## src/rtl/regfile_pkg.sv

```systemverilog
`default_nettype none
// ============================================================================
//  Module      : regfile_pkg
//  Description : Shared constants and typedefs for the general-purpose
//                register file, also used by decode and write-back.
//                  NUM_REGS   number of architectural registers (power of two)
//                  XLEN       data width in bits
//                  AW         address width, log2(NUM_REGS)
//                  reg_addr_t register address type (AW bits)
//                  reg_data_t register data type (XLEN bits)
//  Revision    : 1.0 - initial release
// ============================================================================
package regfile_pkg;

  localparam int NUM_REGS = 32;
  localparam int XLEN     = 32;
  localparam int AW       = $clog2(NUM_REGS);

  typedef logic [AW-1:0]   reg_addr_t;
  typedef logic [XLEN-1:0] reg_data_t;

endpackage
`default_nettype wire

```

## src/rtl/regfile_read_port.sv

```systemverilog
`default_nettype none
// ============================================================================
//  Module      : regfile_read_port
//  Description : One combinational read port of the register file: address
//                decode, register-0 masking and, when REGFILE_BYPASS_EN is
//                defined, write-to-read forwarding of the in-flight write.
//  Ports       : addr     in   read address
//                regs     in   committed register array contents
//                byp_we   in   forwarding qualifier (write enabled, out of
//                              reset, target not r0)  [REGFILE_BYPASS_EN only]
//                byp_addr in   write address          [REGFILE_BYPASS_EN only]
//                byp_data in   write data             [REGFILE_BYPASS_EN only]
//                rdata    out  read data
//  Config      : REGFILE_BYPASS_EN - enables same-cycle forwarding
//  Revision    : 1.0 - initial release
// ============================================================================
module regfile_read_port
  import regfile_pkg::*;
(
  input  logic [AW-1:0]   addr,
  input  logic [XLEN-1:0] regs [NUM_REGS],
`ifdef REGFILE_BYPASS_EN
  input  logic            byp_we,
  input  logic [AW-1:0]   byp_addr,
  input  logic [XLEN-1:0] byp_data,
`endif
  output logic [XLEN-1:0] rdata
);

  always_comb begin
    rdata = '0;
    // r0 is hardwired to zero, even before the first reset, so the mask
    // sits ahead of everything else.
    if (addr != '0) begin
`ifdef REGFILE_BYPASS_EN
      if (byp_we && (byp_addr == addr)) begin
        rdata = byp_data;
      end else begin
        rdata = regs[addr];
      end
`else
      rdata = regs[addr];
`endif
    end
  end

endmodule
`default_nettype wire

```

## src/rtl/register_file.sv

```systemverilog
`default_nettype none
// ============================================================================
//  Module      : register_file
//  Description : 32 x 32-bit general-purpose register file with two
//                combinational read ports and one clock-edge write port.
//                Register 0 always reads as zero.
//  Ports       : clk    in   clock, state updates on rising edge
//                reset  in   synchronous active-low reset, clears all entries
//                A1     in   read address, port 1
//                A2     in   read address, port 2
//                A3     in   write address
//                WE3    in   write enable, active-high
//                WD3    in   write data
//                RD1    out  read data, port 1
//                RD2    out  read data, port 2
//  Config      : REGFILE_BYPASS_EN - when defined, a write in flight is
//                forwarded to a read port addressing the same register in
//                the same cycle (suppressed while reset is low).
//  Revision    : 1.0 - initial release
// ============================================================================
module register_file
  import regfile_pkg::*;
(
  input  logic            clk,
  input  logic            reset,
  input  logic [AW-1:0]   A1,
  input  logic [AW-1:0]   A2,
  input  logic [AW-1:0]   A3,
  input  logic            WE3,
  input  logic [XLEN-1:0] WD3,
  output logic [XLEN-1:0] RD1,
  output logic [XLEN-1:0] RD2
);

  logic [XLEN-1:0] regs_q [NUM_REGS];
  logic [XLEN-1:0] regs_d [NUM_REGS];

  // Writes to r0 are dropped here; entry 0 is held at zero so the array
  // never carries a stale value there after reset.
  always_comb begin
    regs_d = regs_q;
    if (WE3 && (A3 != '0)) begin
      regs_d[A3] = WD3;
    end
    regs_d[0] = '0;
  end

  // Reset has priority over a simultaneous write.
  always_ff @(posedge clk) begin
    if (!reset) begin
      regs_q <= '{default: '0};
    end else begin
      regs_q <= regs_d;
    end
  end

`ifdef REGFILE_BYPASS_EN
  logic byp_we;

  // Forwarding is only meaningful for a write that will actually commit.
  assign byp_we = WE3 && reset && (A3 != '0);
`endif

  regfile_read_port u_read_port_1 (
    .addr     (A1),
    .regs     (regs_q),
`ifdef REGFILE_BYPASS_EN
    .byp_we   (byp_we),
    .byp_addr (A3),
    .byp_data (WD3),
`endif
    .rdata    (RD1)
  );

  regfile_read_port u_read_port_2 (
    .addr     (A2),
    .regs     (regs_q),
`ifdef REGFILE_BYPASS_EN
    .byp_we   (byp_we),
    .byp_addr (A3),
    .byp_data (WD3),
`endif
    .rdata    (RD2)
  );

endmodule
`default_nettype wire

```

## config.mk

```make
export PLATFORM = sky130hd
export DESIGN_NAME = register_file
export DESIGN_NICKNAME = d
export VERILOG_FILES = /design/src/rtl/regfile_pkg.sv /design/src/rtl/regfile_read_port.sv /design/src/rtl/register_file.sv
export SDC_FILE = /design/constraint.sdc
export NUM_CORES = 2
export LEC_CHECK = 0
export CORE_MARGIN = 2
export CORE_UTILIZATION = 49
export CTS_BUF_LIST = sky130_fd_sc_hd__clkbuf_2 sky130_fd_sc_hd__clkbuf_4 sky130_fd_sc_hd__clkbuf_8
export DETAILED_ROUTE_END_ITERATION = 6
export DONT_BUFFER_PORTS = 1
export GPL_ROUTABILITY_DRIVEN = 0
export PLACE_DENSITY = 0.69
export SKIP_LAST_GASP = 1
export SYNTH_ARGS = -nofsm -noshare
export SYNTH_HDL_FRONTEND = slang
export SYNTH_HIERARCHICAL = 1
export SYNTH_SLANG_ARGS = --single-unit
```

## constraint.sdc

```tcl
create_clock -name clk -period 3 [get_ports clk]
set_input_delay 0.9 -clock clk [delete_from_list [all_inputs] [get_ports clk]]
set_output_delay 0.9 -clock clk [all_outputs]
set_load 0.02 [all_outputs]
```

==> results by group <==
Route
  – Final routed wire length divided by cell count: 26.8 um
  – Post-detailed-route via-to-cell ratio: 6.29
  – Number of nets with antenna violations after detailed routing: 0
  – Total number of vias: 39400
  – Met2 WL post-DR: 77.0 mm
  – DRC violations left: 0
  – Violation count after the first detailed-route iteration: 4355
  – Number of optimization iterations in the first detailed-route pass: 5
  – Routed met1 length: 70.0 mm
  – Total length of routed met3 wires: 13.2 mm
  – Top routing layer used: met4
  – Total Wirelength: 168 mm

Critical path
  – Number of cells on the worst reg-to-reg path: 3
  – Terminus of the critical flop-to-flop path: regs_q[542]
  – Largest fanout on the critical path: 289
  – Category of the worst setup path launch point: input port
  – Slack of the worst reg-to-reg path: 2.25 ns
  – CP endpoint: RD2[15]
  – CP required: 2.10 ns
  – Crit end category: output pin
  – Crit Path Category: input port to output pin
  – Startpoint of the most critical register-to-register path: regs_q[542]
  – Worst Setup SP: A2[2]
  – Data arrival time of the critical path: 2.78 ns

Clock network
  – Clk pin slew, worst setup/hold paths: 0.06 ns
  – Clock Sinks: 992
  – CTS root buffer: clkbuf_8
  – Maximum number of buffers from clock root to sink: 3
  – Clock latency on the worst-skew pair: 0.82 ns
  – Cts hold-fix bufs: 0
  – TritonCTS clock tree: yes
  – Number of levels the H-tree was split into: 4
  – Number of buffers inserted during clock tree synthesis: 166

Synth
  – Fraction of the mapped netlist area in simple logic gates: 9.11%
  – Synth unique cells: 38
  – Synthesized cell area: 51900 um2
  – Leading area contributor after synthesis: dfxtp_1
  – Commonest cells post-synth: 1120 x mux2i_1, 1068 x nand2_1, 992 x dfxtp_1, 448 x mux4_2, 251 x clkbuf_1
  – Post-Synthesis Cells: 4697
  – FF+latch count, synth: 992
  – Main combinational cell family by area after synthesis: multiplexers
  – Share of the synthesized area in compound gates (AO/OA/AOI/OAI): 5.15%
  – Number of synthesized flops with an enable pin: 0
  – Async set-or-reset flop fraction in the synthesized netlist: 0%
  – Proportion of synthesized area in mux cells: 42.4%
  – Per-instance average area after synthesis: 11.1 um2
  – Fraction of synthesized cell area taken by the top area cell type: 38.2%
  – Synth area leaders: dfxtp_1 38%, mux2i_1 22%, mux4_2 19%
  – Number of warning messages in the yosys log: 6
  – Most used flip-flop cell after synthesis: dfxtp_1
  – Adder and majority cell fraction of the synthesized area: 0%
  – Top-count cell post-synth: mux2i_1
  – Sequential element share of the synthesized area: 38.2%
  – Post-synthesis xor/xnor area fraction: 0%

Status
  – Violated checks: max-slew violations, negative setup slack
  – Status: complete, but fails checks

Finish
  – Top Registers: regs_q: 992 flops
  – Area used by multi-input combinational logic: 32000 um2
  – Flip-flop count of the largest register, all copies and words added: 992
  – Number of fill cells: 8497
  – Area growth, synth to finish: 16.7%
  – Fraction of layout cells with a size suffix above 1: 31.4%
  – Final nets: 4799
  – Sequential cell area in the final layout: 19900 um2
  – Largest Register: regs_q

Timing
  – Fmax: 272 MHz
  – Time the worst path needs with I/O delays and setup: 3.68 ns
  – Fraction of the cycle the final worst path needs: 123%
  – Final worst setup slack: -0.675 ns
  – Unrepaired setup endpoints after global routing: true
  – Setup violators final: 64
  – Worst Clk Skew: 0 ns
  – Worst hold-check slack: 0.464 ns
  – Accumulated negative setup slack: -35.56 ns
  – Max-slew headroom at the worst pin: -41.4%
  – Final-report max-slew violation count: 594
  – Actual slew at the worst max-slew pin: 2.12 ns
  – Number of failing hold endpoints at the final stage: 0

Power
  – Max IR drop VDD: 438 uV
  – Power density over the cells: 466 nW/um2
  – Total power of the final layout: 28.2 mW
  – Leak Pwr: 24.6 nW

Die
  – Starting density of the core: 49.3%
  – Standard-cell rows: 119
  – Full die area: 109000 um2
  – IO Count: 114
  – Width of the chip: 330 um
  – Die span in y: 330 um
  – Total core area: 105000 um2

Global routing
  – Antenna violations before repair: 2
  – Number of global-route vias before repair: 39400
  – Gr ovfl total: 0
  – Wire length of the first global-routing pass: 250 mm
  – Overall routing resource usage: 30.5%
  – Maximum number of pins on one net before global-route repair: 1025

Placed design
  – PortBufs: 0
  – HPWL after detailed placement: 94.9 mm

Run
  – Number of violations of the max-capacitance limit: 0

Min path
  – Worst min-delay path class: flip-flop to flip-flop
==> placed cells by master (no fill, tap or decap), drive strengths merged, types with 3 or more instances in the layout <==
master,instances
clkbuf,270
a22oi,64
clkinv,17
nand3,4
mux4,448
a221oi,48
mux2,64
nand4b,3
dfxtp,992
a311oi,64
a211oi,64
or3,3
o2111ai,16
conb,64
buf,339
nand2b,4
and4bb,3
mux2i,1120
nor2,19
o21ai,112
nand2,1068
nor2b,70
clkinvlp,4
==> per-stage QoR <==
step                worst slack [ns]  util [%]  std cells  area (um2)
finish                        -0.675      57.6       6264       60600
global route                  -0.566      57.6       6264       60600
CTS                           -0.400      57.1       6263       60100
detailed placement            -0.371      52.8       5972       55600
global placement              -0.416      52.8       5972       55600
floorplan                     -0.131         -       4760       53400
==> worst min path at each step <==
stage	endpoint	from	cells past startpoint
after floorplan	regs_q[100]	regs_q[100]	2
after global placement	regs_q[273]	regs_q[273]	2
after detailed placement	regs_q[32]	regs_q[32]	2
after CTS	regs_q[100]	A3[1]	3
after global routing	regs_q[109]	reset	2
final	regs_q[15]	regs_q[15]	2
==> metal layers <==
metal  vias to the layer above  track usage (%)
met5                         -                0
met4                         0             14.3
met2                      1668             48.1
met3                       392             5.21
met1                     20100             41.1
li1                      17200                -
==> power by group <==
part	total [mW]	internal, mW	leakage, nW	switching, mW
Sequential	13.3	13.3	8.03	0.0691
Combinational	2.33	1.15	14.8	1.18
Clock	12.6	6.96	1.85	5.60
Total	28.2	21.4	24.6	6.86
==> critical path: stages <==
cell and delay, ns:
mux2i_1 0.30, a221oi_1 0.37, o21ai_1 0.14, a311oi_2 0.27, buf_4 0.23, buf_6 0.14
==> logic make-up (layout without fill, tap and decap cells) <==
kind of cell           count (synthesis)  after routing
flip-flops                           992            992
multiplexers                        1632           1632
AO/OA/AOI/OAI                        368            368
buffers and inverters                521            633
other                                  1             65
AND/OR/NAND/NOR                     1183           1183
==> what timing repair did <==
action,in CTS,in global routing
cloned,1,0
setup buffers,13,1
pin swaps,82,54
endpoints found under the setup margin,64,64
resized for setup,231,111
==> layout make-up <==
type	count	share of cell area [%]
Inverter	2	0.0206
Clock inverter	21	0.190
Tap cell	1391	2.87
Clock buffer	270	5.49
Sequential cell	992	32.9
Antenna cell	1	0.00413
Multi-Input combinational cell	3247	52.8
Timing Repair Buffer	340	5.72
Note: power is estimated with default switching activity, not from simulation.
==> RTL edit: new RTL, same settings <==
The option `REGFILE_BYPASS_EN` is turned on by a define.
--- a/src/rtl/regfile_read_port.sv
+++ b/src/rtl/regfile_read_port.sv
@@ -16,2 +16,4 @@
 // ============================================================================
+`define REGFILE_BYPASS_EN
+
 module regfile_read_port
Check against the original RTL: not equivalent (a bounded check fails within 4 cycles, from zero or initial values and one cycle with reset low).
==> RTL edit against the unedited design <==
The run still ends with max-slew violations, negative setup slack left. Register-to-register slack lost 0.11 ns. Cell area grew 3.4%. Area after synthesis is 3.6% higher. Sequential cell count stayed put. Worst setup slack got worse by 1.6 ns. Hold slack got worse by 0.23 ns. Utilization about the same. Sequential power barely moved. Power is 2.6% higher. Critical path depth rose by 1. Wire length grew 10%.
==> RTL edit: results (changes against the unedited design) <==
{
  "run_status": "finished, violations left",
  "failed_checks": "max-slew violations, negative setup slack",
  "count_of_tritonroute_iterations_in_the_first_routing_pass": {"value": 6, "change": "+1"},
  "ir_worst_vdd": {"value": 0.000395, "unit": "V", "change": "-9.7%"},
  "detailedPlace.worstSlack": {"value": -1.02, "unit": "ns", "change": "-0.646 ns"},
  "master_of_the_slowest_instance_on_the_critical_path": "sky130_fd_sc_hd__nand2_8",
  "gr-usage-all-layers": {"value": 31.9, "unit": "%", "change": "+1.4 points"},
  "tritoncts.num_buffers": {"value": 163, "change": "-1.8%"},
  "finalSetupViolCount": {"value": 374, "change": "+480%"},
  "nets": {"value": 5226, "change": "+8.9%"},
  "drive_gt1_share": {"value": 26.7, "unit": "%", "change": "-4.7 points"},
  "least_setup_slack_across_all_paths_after_layout": {"value": -2.23, "unit": "ns", "change": "-1.56 ns"},
  "antenna_found_initial": {"value": 1, "change": "-1"},
  "route.detailed.wl_per_inst": {"value": 27.6, "unit": "µm", "change": "+3.0%"},
  "grt_first_pass_wirelength": {"value": 272, "unit": "mm", "change": "+8.9%"},
  "regToRegSetupSlack": {"value": 2.14, "unit": "ns", "change": "-0.11 ns"},
  "synth_sequential_area_ratio": {"value": 36.9, "unit": "%", "change": "-1.3 points"},
  "report.final.slew_viol_count": {"value": 1053, "change": "+77%"},
  "critPathMaxFanout": {"value": 1025, "change": "+250%"},
  "hold-path-endpoint": "regs_q[705]",
  "synth_instances": {"value": 5080, "change": "+8.2%"},
  "fillCellCount": {"value": 8759, "change": "+3.1%"},
  "synth_area_leaders": "sky130_fd_sc_hd__dfxtp_1 (37%), sky130_fd_sc_hd__mux2i_1 (24%), sky130_fd_sc_hd__mux4_2 (14%), sky130_fd_sc_hd__nand2_1 (7.8%), sky130_fd_sc_hd__clkbuf_1 (1.7%)",
  "hold_path.class": "input port to register",
  "grt_max_degree": {"value": 1026, "change": "+0.098%"}
}
RTL edit: kinds of logic after synthesis:
kind of cell / Yosys count / synth area share (%)
AND/OR/NAND/NOR: 1353 / 10.5
XOR/XNOR: 10 / 0.163
flip-flops: 992 / 36.9
buffers and inverters: 543 / 6.16
other: 1 / 0.00697
AO/OA/AOI/OAI: 501 / 6.75
multiplexers: 1680 / 39.5
RTL edit: final cells by class:
class / instances / area share [%]
sequential: 992 / 31.7
multi-input combinational: 3608 / 53.0
inverter: 6 / 0.0379
timing repair buffer: 405 / 6.79
clock buffer: 255 / 5.16
antenna: 1 / 0.00399
tap: 1414 / 2.82
clock inverter: 38 / 0.477
RTL edit: power by group:
group          internal, mW  leakage, nW  total (mW)  switching [mW]
Clock                  7.12         1.88        12.9            5.74
Combinational          1.33         16.1        2.78            1.45
Sequential             13.3         8.00        13.3          0.0703
Total                  21.7         26.0        29.0            7.26
RTL edit: worst max path at each step:
stage / endpoint / cells past startpoint
2_1_floorplan: RD2[25] / 9
3_3_place_gp: RD1[11] / 6
3_5_place_dp: RD1[11] / 6
4_1_cts: RD2[0] / 9
5_1_grt: RD1[11] / 6
6_report: RD2[6] / 7
RTL edit: metrics by stage:
step,hold slack [ns],cell area (µm²)
detailed placement,0.457,56900
global route,0.251,62700
finish,0.239,62700
global placement,0.448,56900
floorplan,0.438,54900
CTS,0.178,61700
RTL edit: layer usage:
| layer | share of wire (%) | GRT usage, % |
|---|---|---|
| met1 | 39 | 40.8 |
| met2 | 46 | 50.2 |
| met3 | 9.4 | 6.22 |
| met4 | 6.3 | 19.0 |
| met5 | 0 | 0 |
RTL edit: timing repair:
action                                 CTS  global route
gates resized for setup                237           163
pin swaps                               64            65
setup buffers                           18            21
endpoints found under the hold margin    0             0
cloned                                   2             3
setup endpoints to repair               64            64
